$ cat src/rtl/lcd_bus_scheduler.sv
// Arbiter and nibble serialiser that is the sole driver of the 4-bit LCD bus.
// Define LCD_LONG_CMD_WAIT_EN to stretch the execution wait after clear/home commands.
module lcd_bus_scheduler #(
    parameter int E_SETUP   = 2,
    parameter int E_HIGH    = 12,
    parameter int E_HOLD    = 1,
    parameter int NIB_GAP   = 50,
    parameter int CMD_WAIT  = 2000,
    parameter int LONG_WAIT = 82000,
    parameter int CNT_W     = 17
) (
    input  logic        clk,
    input  logic        reset,
    input  logic [2:0]  req,
    input  logic [23:0] req_data,
    input  logic [2:0]  req_rs,
    input  logic [2:0]  req_nib,
    output logic [2:0]  gnt,
    output logic [2:0]  done,
    output logic        busy,
    output logic        LCD_RS,
    output logic        LCD_RW,
    output logic        LCD_E,
    output logic [3:0]  SF_D
);

    typedef enum logic [3:0] {
        IDLE, SETUP_H, PULSE_H, HOLD_H, GAP, SETUP_L, PULSE_L, HOLD_L, WAIT, DONE
    } state_t;

    localparam logic [CNT_W-1:0] SETUP_M1 = CNT_W'(E_SETUP - 1);
    localparam logic [CNT_W-1:0] HIGH_M1  = CNT_W'(E_HIGH - 1);
    localparam logic [CNT_W-1:0] HOLD_M1  = CNT_W'(E_HOLD - 1);
    localparam logic [CNT_W-1:0] GAP_M1   = CNT_W'(NIB_GAP - 1);
    localparam logic [CNT_W-1:0] CMD_M1   = CNT_W'(CMD_WAIT - 1);
    localparam int               MAX_WAIT = (LONG_WAIT > CMD_WAIT) ? LONG_WAIT : CMD_WAIT;

    if (E_SETUP < 1 || E_HIGH < 1 || E_HOLD < 1 || NIB_GAP < 1 || CMD_WAIT < 1 ||
        LONG_WAIT < 1 || (MAX_WAIT - 1) >= (1 << CNT_W)) begin : g_bad_params
        $error("lcd_bus_scheduler: phase lengths must be >= 1 and fit the counter");
    end

    state_t           state_q, state_d;
    logic [CNT_W-1:0] cnt_q, cnt_d;
    logic [1:0]       src_q, src_d;
    logic [7:0]       data_q, data_d;
    logic             rs_q, rs_d, nib_q, nib_d;
    logic             rr_q, rr_d;        // 0: src1 wins a src1/src2 tie, 1: src2 wins
    logic [2:0]       gnt_q, gnt_d, done_q, done_d;
    logic             busy_q, busy_d, lcd_e_q, lcd_e_d, lcd_rs_q, lcd_rs_d;
    logic [3:0]       sf_q, sf_d;
    logic [1:0]       win;
    logic [CNT_W-1:0] wait_m1;
    logic             last;

    always_comb begin
`ifdef LCD_LONG_CMD_WAIT_EN
        wait_m1 = (!rs_q && !nib_q && (data_q inside {8'h01, 8'h02, 8'h03}))
                ? CNT_W'(LONG_WAIT - 1) : CMD_M1;
`else
        wait_m1 = CMD_M1;
`endif
    end

    // NOTE: every always_comb output gets a default first so no path can infer a latch.
    always_comb begin
        state_d = state_q;
        src_d   = src_q;
        data_d  = data_q;
        rs_d    = rs_q;
        nib_d   = nib_q;
        rr_d    = rr_q;
        win     = 2'd0;
        last    = (cnt_q == '0);
        cnt_d   = last ? cnt_q : cnt_q - 1'b1;

        unique case (state_q)
            IDLE: begin
                if (req[0])                           win = 2'd0;
                else if (req[1] && (!req[2] || !rr_q)) win = 2'd1;
                else                                  win = 2'd2;
                if (|req) begin
                    src_d   = win;
                    data_d  = req_data[{win, 3'b000} +: 8];
                    rs_d    = req_rs[win];
                    nib_d   = req_nib[win];
                    state_d = req_nib[win] ? SETUP_L : SETUP_H;
                    cnt_d   = SETUP_M1;
                    if (win != 2'd0) rr_d = (win == 2'd1);
                end
            end
            SETUP_H: if (last) begin state_d = PULSE_H; cnt_d = HIGH_M1;  end
            PULSE_H: if (last) begin state_d = HOLD_H;  cnt_d = HOLD_M1;  end
            HOLD_H:  if (last) begin state_d = GAP;     cnt_d = GAP_M1;   end
            GAP:     if (last) begin state_d = SETUP_L; cnt_d = SETUP_M1; end
            SETUP_L: if (last) begin state_d = PULSE_L; cnt_d = HIGH_M1;  end
            PULSE_L: if (last) begin state_d = HOLD_L;  cnt_d = HOLD_M1;  end
            HOLD_L:  if (last) begin state_d = WAIT;    cnt_d = wait_m1;  end
            WAIT:    if (last) begin state_d = DONE;    cnt_d = '0;       end
            DONE:    state_d = IDLE;
            default: state_d = IDLE;
        endcase
    end

    // Pin values are decoded from the next state and registered, keeping the LCD pins glitch-free.
    always_comb begin
        gnt_d    = (state_d != IDLE) ? (3'b001 << src_d) : 3'b000;
        done_d   = (state_d == DONE) ? (3'b001 << src_d) : 3'b000;
        busy_d   = (state_d != IDLE);
        lcd_e_d  = (state_d inside {PULSE_H, PULSE_L});
        lcd_rs_d = 1'b0;
        sf_d     = 4'h0;
        if (state_d inside {SETUP_H, PULSE_H, HOLD_H}) begin
            lcd_rs_d = rs_d;
            sf_d     = data_d[7:4];
        end else if (state_d inside {SETUP_L, PULSE_L, HOLD_L}) begin
            lcd_rs_d = rs_d;
            sf_d     = data_d[3:0];
        end
    end

    // NOTE: sequential state uses non-blocking assignments so all registers update together.
    always_ff @(posedge clk) begin
        if (!reset) begin
            state_q  <= IDLE;
            cnt_q    <= '0;
            src_q    <= 2'd0;
            data_q   <= 8'h00;
            rs_q     <= 1'b0;
            nib_q    <= 1'b0;
            rr_q     <= 1'b0;
            gnt_q    <= 3'b000;
            done_q   <= 3'b000;
            busy_q   <= 1'b0;
            lcd_e_q  <= 1'b0;
            lcd_rs_q <= 1'b0;
            sf_q     <= 4'h0;
        end else begin
            state_q  <= state_d;
            cnt_q    <= cnt_d;
            src_q    <= src_d;
            data_q   <= data_d;
            rs_q     <= rs_d;
            nib_q    <= nib_d;
            rr_q     <= rr_d;
            gnt_q    <= gnt_d;
            done_q   <= done_d;
            busy_q   <= busy_d;
            lcd_e_q  <= lcd_e_d;
            lcd_rs_q <= lcd_rs_d;
            sf_q     <= sf_d;
        end
    end

    assign gnt    = gnt_q;
    assign done   = done_q;
    assign busy   = busy_q;
    assign LCD_RS = lcd_rs_q;
    assign LCD_RW = 1'b0;
    assign LCD_E  = lcd_e_q;
    assign SF_D   = sf_q;

endmodule

$ cat config.mk
export PLATFORM = sky130hd
export DESIGN_NAME = lcd_bus_scheduler
export DESIGN_NICKNAME = d
export VERILOG_FILES = /design/src/rtl/lcd_bus_scheduler.sv
export SDC_FILE = /design/constraint.sdc
export NUM_CORES = 1
export LEC_CHECK = 0
export CORE_ASPECT_RATIO = 0.6
export CORE_MARGIN = 2
export CORE_UTILIZATION = 30
export CTS_BUF_LIST = sky130_fd_sc_hd__clkbuf_16
export DETAILED_ROUTE_END_ITERATION = 6
export GPL_TIMING_DRIVEN = 0
export SYNTH_ARGS = -nofsm -noshare
export SYNTH_HDL_FRONTEND = slang
export SYNTH_SLANG_ARGS = --single-unit
$ cat constraint.sdc
create_clock -name clk -period 2.4 [get_ports clk]
set_input_delay 0.36 -clock clk [delete_from_list [all_inputs] [get_ports clk]]
set_output_delay 0.36 -clock clk [all_outputs]
set_load 0.05 [all_outputs]
==> PnR_summary.wiki <==
{| class="wikitable"
! Metric !! Value
|-
| Outcome || finished, final reports clean
|-
| Row cnt || 25
|-
| Skew-Pair Late Insertion Delay || between 0.2 and 0.3 ns
|-
| Number of library cell types mapped by synthesis || 57
|-
| Overflow left after global routing || 0
|-
| Maximum vdd ir drop || 0.0006574 V
|-
| Global-route total usage across every layer || 15.83%
|-
| Reg-to-reg critical path endpoint || SF_D[0]
|-
| Synthesized net count || around 340
|-
| Horizontal die dimension || 121.0 um
|-
| Max-slew violation count || 0
|-
| CTS tree || yes
|-
| Antenna diode count || 0
|-
| Routed vias/inst || 5.087
|-
| Unrepaired setup endpoints after global routing || yes
|-
| Origin of the critical flop-to-flop path || cnt_q[0]
|-
| Placed instance count || 453
|-
| Worst Setup EP || SF_D[0]
|-
| DRT antenna net count || 0
|-
| Mean cell area of the mapped netlist || 8.240 sq um
|-
| Die Height || 74.20 um
|-
| Setup_tns || 0 ns
|-
| Top cell type's share of synthesized area || 37.38%
|-
| Cell accounting for the most synthesized area || sky130_fd_sc_hd__dfxtp_1
|-
| First-pass GRT wire length || between 10 and 15 mm
|-
| Worst Hold Slack || 0.4692 ns
|-
| Post-synthesis instance total || about 300
|-
| Fin. Hold Viols || 0
|-
| Final layout net count || 399
|-
| Critical Path Fanout Max || 4
|-
| Slew Limit Headroom || 56.21%
|-
| Worst Setup End Kind || flop
|-
| Maximum clock frequency || ~430 MHz
|-
| Clock Pin Slew Worst Setup and Hold Paths || approximately 0.060 ns
|-
| Total half-perimeter wirelength after legalization and detailed placement || 5.048 mm
|-
| Max Buffers Root-to-Sink || 2
|-
| Share of final-layout standard cells stronger than drive strength 1 || 14.68%
|-
| DR pass1 iterations || 6
|-
| Yosys warning total || 0
|-
| Detailed-route via count || 2,386
|-
| Max-Cap Viols || 0
|-
| Total of endpoints with negative setup slack in the final report || 0
|-
| Critical path launch point type || flop
|-
| Number of antenna violations at the first check in global routing || 0
|-
| Synth area leaders || sky130_fd_sc_hd__dfxtp_1 (37%), sky130_fd_sc_hd__nand2_1 (4.7%), sky130_fd_sc_hd__nor3_1 (4.5%)
|-
| Post-synthesis cell area || 2464 sq um
|-
| Worst hold path type || flop to flop
|-
| Clock net sink count || 46
|-
| Clock Root Buffer || sky130_fd_sc_hd__clkbuf_16
|-
| Period minus WS final || 2.332 ns
|-
| Iter 0 DRT Violations || 213
|-
| Final Cycle Share || 97.17%
|-
| Setup slack, reg-to-reg || 0.07 ns
|-
| Number of remaining DRC errors || 0
|-
| Routed Wire Length || 6.928 mm
|-
| Sequential area share after synthesis || 37.38%
|-
| CP arrival || 2.51 ns
|-
| Synth Flop Type || sky130_fd_sc_hd__dfxtp_1
|-
| Gp weighted congestion || 0.8492
|-
| Cells on worst reg2reg path || 9
|-
| IO Pins || 49
|-
| Port bufs || between 40 and 50
|-
| #FFs+latches synth || 46
|-
| Filler cell count in the final layout || 797
|-
| Start point of the critical path || cnt_q[0]
|-
| Worst-case clock skew || 0.008742 ns
|-
| Non-filler instance count after layout || roughly 470
|-
| Core area || just under 8000 sq um
|-
| EDFF count, synth || 0
|-
| Power density over the cells || 1613 nW/um^2
|-
| Transition time at the pin with the least slew margin || 0.6500 ns
|-
| Power consumption || 5392 uW
|-
| Cell leakage power || around 0.0013 uW
|-
| Number of buffers added by the clock tree synthesis step || 5
|-
| Number of levels the H-tree was split into || 2
|-
| Worst path required time || 2.57 ns
|-
| Synth-to-Final Area Change || 35.65%
|-
| WL/cell || 14.77 um
|-
| Fraction of registers with async set or reset after synthesis || 0%
|-
| Setup CP Type || flop to flop
|-
| Effective utilization at floorplan || 31.13%
|-
| Largest net degree at the start of global routing || 14
|-
| Number of global-route vias before repair || 2,169
|-
| Area of the die || 8977 sq um
|}
metal layers:
metal | track usage (%) | part of all wire (%) | vias to the layer above
met5 | 0 | 0 | -
met4 | 3.488 | 0.71 | 0
met3 | 4.064 | 8.0 | 4
met2 | 21.54 | 38 | 83
met1 | 24.56 | 54 | 1100
li1 | - | - | 1199
report_power, final:
part / switching, uW / internal, uW
Clock: 274 / 376
Sequential: 244 / 1040
Combinational: 1900 / 1560
Total: 2420 / 2970
worst max-delay path, cell delays in order, from the launching register on:
cell	delay [ns]
sky130_fd_sc_hd__dfxtp_4	0.36
sky130_fd_sc_hd__inv_4	0.06
sky130_fd_sc_hd__ha_4	0.14
sky130_fd_sc_hd__nor4b_4	0.24
sky130_fd_sc_hd__nand4_1	0.24
sky130_fd_sc_hd__buf_4	0.23
sky130_fd_sc_hd__o211ai_1	0.29
sky130_fd_sc_hd__nand3_4	0.17
sky130_fd_sc_hd__mux2_4	0.33
sky130_fd_sc_hd__and2_1	0.15
synth_stat cells (all sizes together) (4+ instances only):
| cell type | n |
|---|---|
| nor2 | 27 |
| nor3 | 22 |
| o2111ai | 4 |
| mux2 | 5 |
| o211ai | 7 |
| a31oi | 4 |
| a21oi | 16 |
| and2 | 13 |
| xnor2 | 9 |
| nor4 | 7 |
| buf | 5 |
| o21ai | 19 |
| ha | 4 |
| dfxtp | 46 |
| nand2 | 31 |
| and3 | 7 |
| nand3 | 8 |
| o32ai | 5 |
| inv | 10 |
| clkbuf | 11 |
cells in the final DEF (no fill, tap or decap), drive strengths merged, types with 3 or more instances in the layout:
cell type | synthesis | layout
buf | 5 | 13
a31oi | 4 | 4
ha | 4 | 4
nand2 | 31 | 31
and3 | 7 | 7
dfxtp | 46 | 46
o2111ai | 4 | 4
nor3 | 22 | 22
clkdlybuf4s50 | 0 | 46
or3 | 3 | 3
inv | 10 | 11
nand3 | 8 | 8
nor4 | 7 | 7
or4 | 3 | 3
o21ai | 19 | 19
mux2 | 5 | 5
clkbuf | 11 | 16
o211ai | 7 | 7
a21oi | 16 | 16
and2 | 13 | 13
nand2b | 3 | 3
nor2 | 27 | 27
o32ai | 5 | 5
xnor2 | 9 | 9
cell families after synthesis:
| family | Yosys count | synth area share, % |
|---|---|---|
| AOI/OAI and AO/OA | 71 | 19.10 |
| xor gates and xnor gates | 11 | 3.911 |
| adders and majority gates | 4 | 2.032 |
| buffers and inverters | 26 | 4.418 |
| DFF | 46 | 37.38 |
| muxes | 7 | 3.098 |
| other | 1 | 0.1522 |
| and+or+nand+nor | 133 | 29.91 |
metrics by stage:
stage	util (%)	setup slack, ns	cell area [sq um]
5_1_grt	42.23	-0.03913	3342
4_1_cts	41.38	0.01317	3274
6_report	42.23	0.06785	3342
2_1_floorplan	-	0.1209	2464
3_5_place_dp	38.66	-0.4692	3059
3_3_place_gp	38.66	-0.4488	3059
worst min-delay path by stage:
| stage | start | endpoint | slack (ns) | depth (start not counted) |
|---|---|---|---|---|
| after floorplan | data_q[0] | data_q[0] | 0.44 | 2 |
| after global placement | data_q[1] | data_q[1] | 0.45 | 2 |
| after detailed placement | data_q[1] | data_q[1] | 0.46 | 2 |
| after CTS | data_q[1] | data_q[1] | 0.46 | 2 |
| after global routing | data_q[2] | data_q[2] | 0.51 | 2 |
| final | data_q[1] | data_q[1] | 0.47 | 2 |
area by class of cell:
class	count	area, sq um	area share [%]
flip-flops and latches	46	925.9	27.70
inverters	10	40.04	1.198
plain buffers	16	73.82	2.209
multi-input cells	227	1509	45.15
clock inverters	3	12.51	0.3744
repair buffers	54	520.5	15.57
well taps	108	135.1	4.043
clock buffers	5	125.1	3.744
what timing repair did:
item                       4_1_cts  5_1_grt
resized for setup               11       14
setup endpoints to repair       16       16
buffers inserted                 5        3
hold buffers                     0        0
pin swaps                        6        5
cloned                           0        0
flip-flops by register name, summed over array words and instances (netlist names):
name / flops
LCD_E: 1
LCD_RS: 1
SF_D: 4
busy: 1
cnt_q: 17
data_q: 8
done: 3
gnt: 3
rr_q: 1
rs_q: 1
src_q: 2
state_q: 4
Note: power is estimated with default switching activity, not from simulation.
